[config.mk]
export PLATFORM = sky130hd
export DESIGN_NAME = mul_issue_ctrl
export DESIGN_NICKNAME = d
export VERILOG_FILES = /design/src/rtl/mul_issue_ctrl.sv
export SDC_FILE = /design/constraint.sdc
export NUM_CORES = 1
export LEC_CHECK = 0
export CORE_MARGIN = 2
export CORE_UTILIZATION = 44
export DETAILED_ROUTE_END_ITERATION = 10
export PLACE_DENSITY = 0.83
export SYNTH_ARGS = -nofsm -noshare
export SYNTH_HDL_FRONTEND = slang
export SYNTH_SLANG_ARGS = --single-unit
[constraint.sdc]
create_clock -name clk -period 5.58 [get_ports clk]
set_clock_uncertainty 0.2 [all_clocks]
set_input_delay 1.395 -clock clk [delete_from_list [all_inputs] [get_ports clk]]
set_output_delay 1.395 -clock clk [all_outputs]
set_load 0.1 [all_outputs]
[src/rtl/mul_issue_ctrl.sv]
// Multi-cycle issue/capture controller around the combinational 32x32 multiplier.
// Optional MUL_ZERO_BYPASS_EN: zero operand skips the multiplier and finishes next edge.
module mul_issue_ctrl #(
    parameter int unsigned MUL_CYCLES = 2,
    parameter int unsigned TAG_W      = 5
) (
    input  logic             clk,
    input  logic             rst_n,
    input  logic             req_valid,
    output logic             req_ready,
    input  logic [31:0]      req_a,
    input  logic [31:0]      req_b,
    input  logic [TAG_W-1:0] req_tag,
    input  logic             flush,
    output logic [31:0]      mul_a,
    output logic [31:0]      mul_b,
    input  logic [32:0]      mul_result,
    output logic             out_valid,
    input  logic             out_ready,
    output logic [31:0]      out_data,
    output logic [TAG_W-1:0] out_tag,
    output logic             busy
);

    typedef enum logic [1:0] {
        IDLE,
        WAIT,
        DONE
    } state_t;

    localparam logic [3:0] CNT_INIT = 4'(MUL_CYCLES - 1);

    state_t           state_q, state_d;
    logic [3:0]       cnt_q, cnt_d;
    logic [31:0]      a_q, a_d;
    logic [31:0]      b_q, b_d;
    logic [31:0]      data_q, data_d;
    logic [TAG_W-1:0] tag_q, tag_d;
    logic             valid_q, valid_d;
    logic             busy_q, busy_d;
    logic             accept;
    logic             zero_op;
    logic             unused_res_msb;

    assign unused_res_msb = mul_result[32];

    assign req_ready = rst_n & ~flush &
                       ((state_q == IDLE) | ((state_q == DONE) & out_ready));
    assign accept    = req_valid & req_ready;

`ifdef MUL_ZERO_BYPASS_EN
    assign zero_op = (req_a == 32'd0) | (req_b == 32'd0);
`else
    assign zero_op = 1'b0;
`endif

    always_comb begin
        state_d = state_q;
        cnt_d   = cnt_q;
        a_d     = a_q;
        b_d     = b_q;
        data_d  = data_q;
        tag_d   = tag_q;
        unique case (state_q)
            IDLE: ;
            WAIT: begin
                if (cnt_q == 4'd0) begin
                    data_d  = mul_result[31:0];
                    state_d = DONE;
                end else begin
                    cnt_d = cnt_q - 4'd1;
                end
            end
            DONE: begin
                if (out_ready) state_d = IDLE;
            end
            default: state_d = IDLE;
        endcase
        if (accept) begin
            tag_d = req_tag;
            if (zero_op) begin
                // Multiplier inputs left untouched to avoid toggling
                data_d  = 32'd0;
                cnt_d   = 4'd0;
                state_d = DONE;
            end else begin
                a_d     = req_a;
                b_d     = req_b;
                cnt_d   = CNT_INIT;
                state_d = WAIT;
            end
        end
        if (flush) begin
            state_d = IDLE;
            cnt_d   = 4'd0;
            data_d  = data_q;
        end
        valid_d = (state_d == DONE);
        busy_d  = (state_d != IDLE);
    end

    always_ff @(posedge clk or negedge rst_n) begin
        if (!rst_n) begin
            state_q <= IDLE;
            cnt_q   <= 4'd0;
            a_q     <= 32'd0;
            b_q     <= 32'd0;
            data_q  <= 32'd0;
            tag_q   <= '0;
            valid_q <= 1'b0;
            busy_q  <= 1'b0;
        end else begin
            state_q <= state_d;
            cnt_q   <= cnt_d;
            a_q     <= a_d;
            b_q     <= b_d;
            data_q  <= data_d;
            tag_q   <= tag_d;
            valid_q <= valid_d;
            busy_q  <= busy_d;
        end
    end

    assign mul_a     = a_q;
    assign mul_b     = b_q;
    assign out_data  = data_q;
    assign out_tag   = tag_q;
    assign out_valid = valid_q;
    assign busy      = busy_q;

endmodule

==> impl_metrics.json <==
{
  "diodes": 0,
  "cts_tree": "done",
  "clkTransAtPathRegs_ps": 80,
  "finalCritPeriodShare_pct": 77.01,
  "max_slew_margin_pct": 32.32,
  "setup.worst_path.end": "req_ready",
  "reg2reg_depth": 5,
  "cts-resized-gates": 0,
  "required_ps": 3980,
  "final_max_slew_viol_count": 0,
  "rows": 36,
  "num_vias": 2919,
  "instances_no_fill": 604,
  "ys_warn_count": 0,
  "post-route-min-period_ps": 4297,
  "power_density_nw_per_um2": 617.4,
  "clock-sinks": 109,
  "syn-num-nets": 367,
  "antenna_found_initial": 0,
  "place_inst": 590,
  "yosys.area.top_type": "dfrtp_1",
  "status": "complete, no violations",
  "numCtsBuffers": 9,
  "grt_pass1_vias": 3067,
  "crit_fanout": 12,
  "ys_seq_area_share_pct": 63.04,
  "post-cts-setup-buffers": 0,
  "r2r-start": "cnt_q[0]",
  "initial_core_util_pct": 44.89,
  "synth_ff_type": "dfrtp_1",
  "worstSkewPairLatency_ps": 370,
  "wl_per_cell_um": 16.11,
  "synth-edff-count": 0,
  "io_pins": 211,
  "area_growth_pct": 54.51,
  "startpoint_type": "input port",
  "die_w_um": 103.2,
  "reg2reg_slack_ps": 2820,
  "tightestPinTransition_ps": 1012,
  "crit_cells": 3,
  "ys_types": 29,
  "slowest_stage": "clkdlybuf4s50_1",
  "core-area_um2": 9639,
  "viasPerCell": 4.833,
  "clk_path_buf_depth": 2,
  "syn-instance-count": 258,
  "drive_gt1_share_pct": 26.54,
  "ys_top_cells_by_area": "dfrtp_1 63%, mux2_2 18%, mux2_4 10%",
  "p_seq_share_pct": 27.3,
  "dpl.hpwl_um": 7150,
  "maxCapViolCount": 0,
  "cp-end-kind": "output port",
  "worstPathCellList": "clkdlybuf4s50_1, nor4b_2, buf_4",
  "grt_pass1_wl_um": 15150,
  "place.port_buffers": 209,
  "finalSetupTns_ps": 0,
  "clkPwrFrac_pct": 11.2,
  "root_buffer": "clkbuf_8",
  "worstSetupPathType": "input port to output port",
  "crit_arrival_ps": 2700,
  "grt_max_degree": 65,
  "grt.overflow.total": 0,
  "grt_usage_pct": 18.78,
  "p_leak_uw": 0.002866,
  "cts-htree-levels": 3,
  "rsz0062_at_grt": "false",
  "critPathMaxStageDelay_ps": 620,
  "finalSetupViolations": 0,
  "ir_drop_mv": 0.3149,
  "fp.dieH_um": 103.2,
  "max_freq_mhz": 232.7,
  "swShare_pct": 54.48,
  "synth_seq_cells": 109,
  "intPower_uw": 1879,
  "syn_area_um2": 4327,
  "reg2reg_to": "out_data[1]",
  "switching_power_uw": 2249,
  "fin_util_pct": 69.35,
  "wl_um": 9732,
  "gp_congestion": 0.7419,
  "ant_nets": 0,
  "synthArstFlopShare_pct": 100.0,
  "hold_viol": 0,
  "avgSynthCellArea_um2": 16.77,
  "critical_path.top_delay_family": "buffers and inverters",
  "min_path_type": "flop to flop",
  "nets": 577,
  "drc": 0,
  "die_area_um2": 10640,
  "ctsHoldBuffers": 0,
  "drtIter0Drc": 75,
  "power_frac_comb_pct": 61.5,
  "crit_path_start": "flush",
  "yosysTopAreaCellShare_pct": 63.04,
  "drtPass1Iterations": 4,
  "cp_num_buf_inv": 2
}
worst min path at each step:
stage / startpoint / endpoint / slack (ps) / cells past startpoint
final: mul_a[29] / mul_a[29] / 310 / 1
after global routing: mul_a[29] / mul_a[29] / 320 / 1
after CTS: mul_a[22] / mul_a[22] / 310 / 1
after detailed placement: out_data[4] / out_data[4] / 290 / 1
after global placement: mul_a[28] / mul_a[28] / 290 / 1
after floorplan: cnt_q[0] / cnt_q[0] / 340 / 2
Yosys cell counts, drive strengths merged, types with 2 or more instances:
library cell / count
nor3: 2
nor2: 3
or4: 3
ha: 2
or3: 2
dfrtp: 109
mux2: 101
nor2b: 2
a211oi: 2
nor3b: 2
clkbuf: 2
buf: 11
inv: 3
a21oi: 2
o21ai: 3
layer usage:
metal	wire, µm	share of wire [%]	track usage [%]
met4	308	3.2	8.907
met3	666	6.8	6.034
met2	5054	52	31.47
met5	0	0	0
met1	3703	38	21.90
sequential cells by signal, indices dropped and copies added (netlist names):
signal	flops
out_data	32
out_valid	1
cnt_q	4
busy	1
state_q	2
mul_a	32
out_tag	5
mul_b	32
cell usage in the layout (no fill, tap or decap), drive strengths merged, types with 2 or more instances in the layout:
| master | count |
|---|---|
| a211oi | 2 |
| a21oi | 2 |
| buf | 5 |
| clkbuf | 12 |
| clkdlybuf4s50 | 207 |
| dfrtp | 109 |
| ha | 2 |
| inv | 3 |
| mux2 | 101 |
| nor2 | 3 |
| nor2b | 2 |
| nor3 | 2 |
| nor3b | 2 |
| o21ai | 3 |
| or3 | 2 |
| or4 | 3 |
power groups by stage:
stage                     combinational [µW]  sequential (µW)  clock [µW]
after floorplan                          295             2770           0
after global placement                  2530             1130           0
after detailed placement                2550             1150           0
after CTS                               2550             1130         480
after global routing                    2600             1160         512
final                                   2540             1130         462
through the flow:
| step | worst slack (ps) | hold WS, ps | cell area, µm² | total power, µW |
|---|---|---|---|---|
| 2_1_floorplan | 642.3 | 338.6 | 4333 | 3069 |
| 3_3_place_gp | 1303 | 287.3 | 6505 | 3660 |
| 3_5_place_dp | 1289 | 293.2 | 6505 | 3694 |
| 4_1_cts | 1282 | 314.8 | 6685 | 4164 |
| 5_1_grt | 1214 | 324.4 | 6685 | 4271 |
| 6_report | 1283 | 308.3 | 6685 | 4128 |
cell families (layout without fill, tap and decap cells):
kind of cell	after synthesis	after routing	share of synthesized area [%]
DFF	109	109	63.04
adders and majority gates	2	2	0.5783
and+or+nand+nor	20	20	3.094
muxes	101	101	28.89
AOI/OAI and AO/OA	10	10	1.533
buffers and inverters	16	229	2.863
final cells by class:
cell class,instances,area (µm²)
Inverter,3,11.26
Timing Repair Buffer,212,2110
Clock inverter,2,35.03
Fill cell,697,2954
Clock buffer,12,145.1
Tap cell,133,166.4
Sequential cell,109,2728
Multi-Input combinational cell,133,1490
No activity file was read; power rests on OpenSTA's default activity.
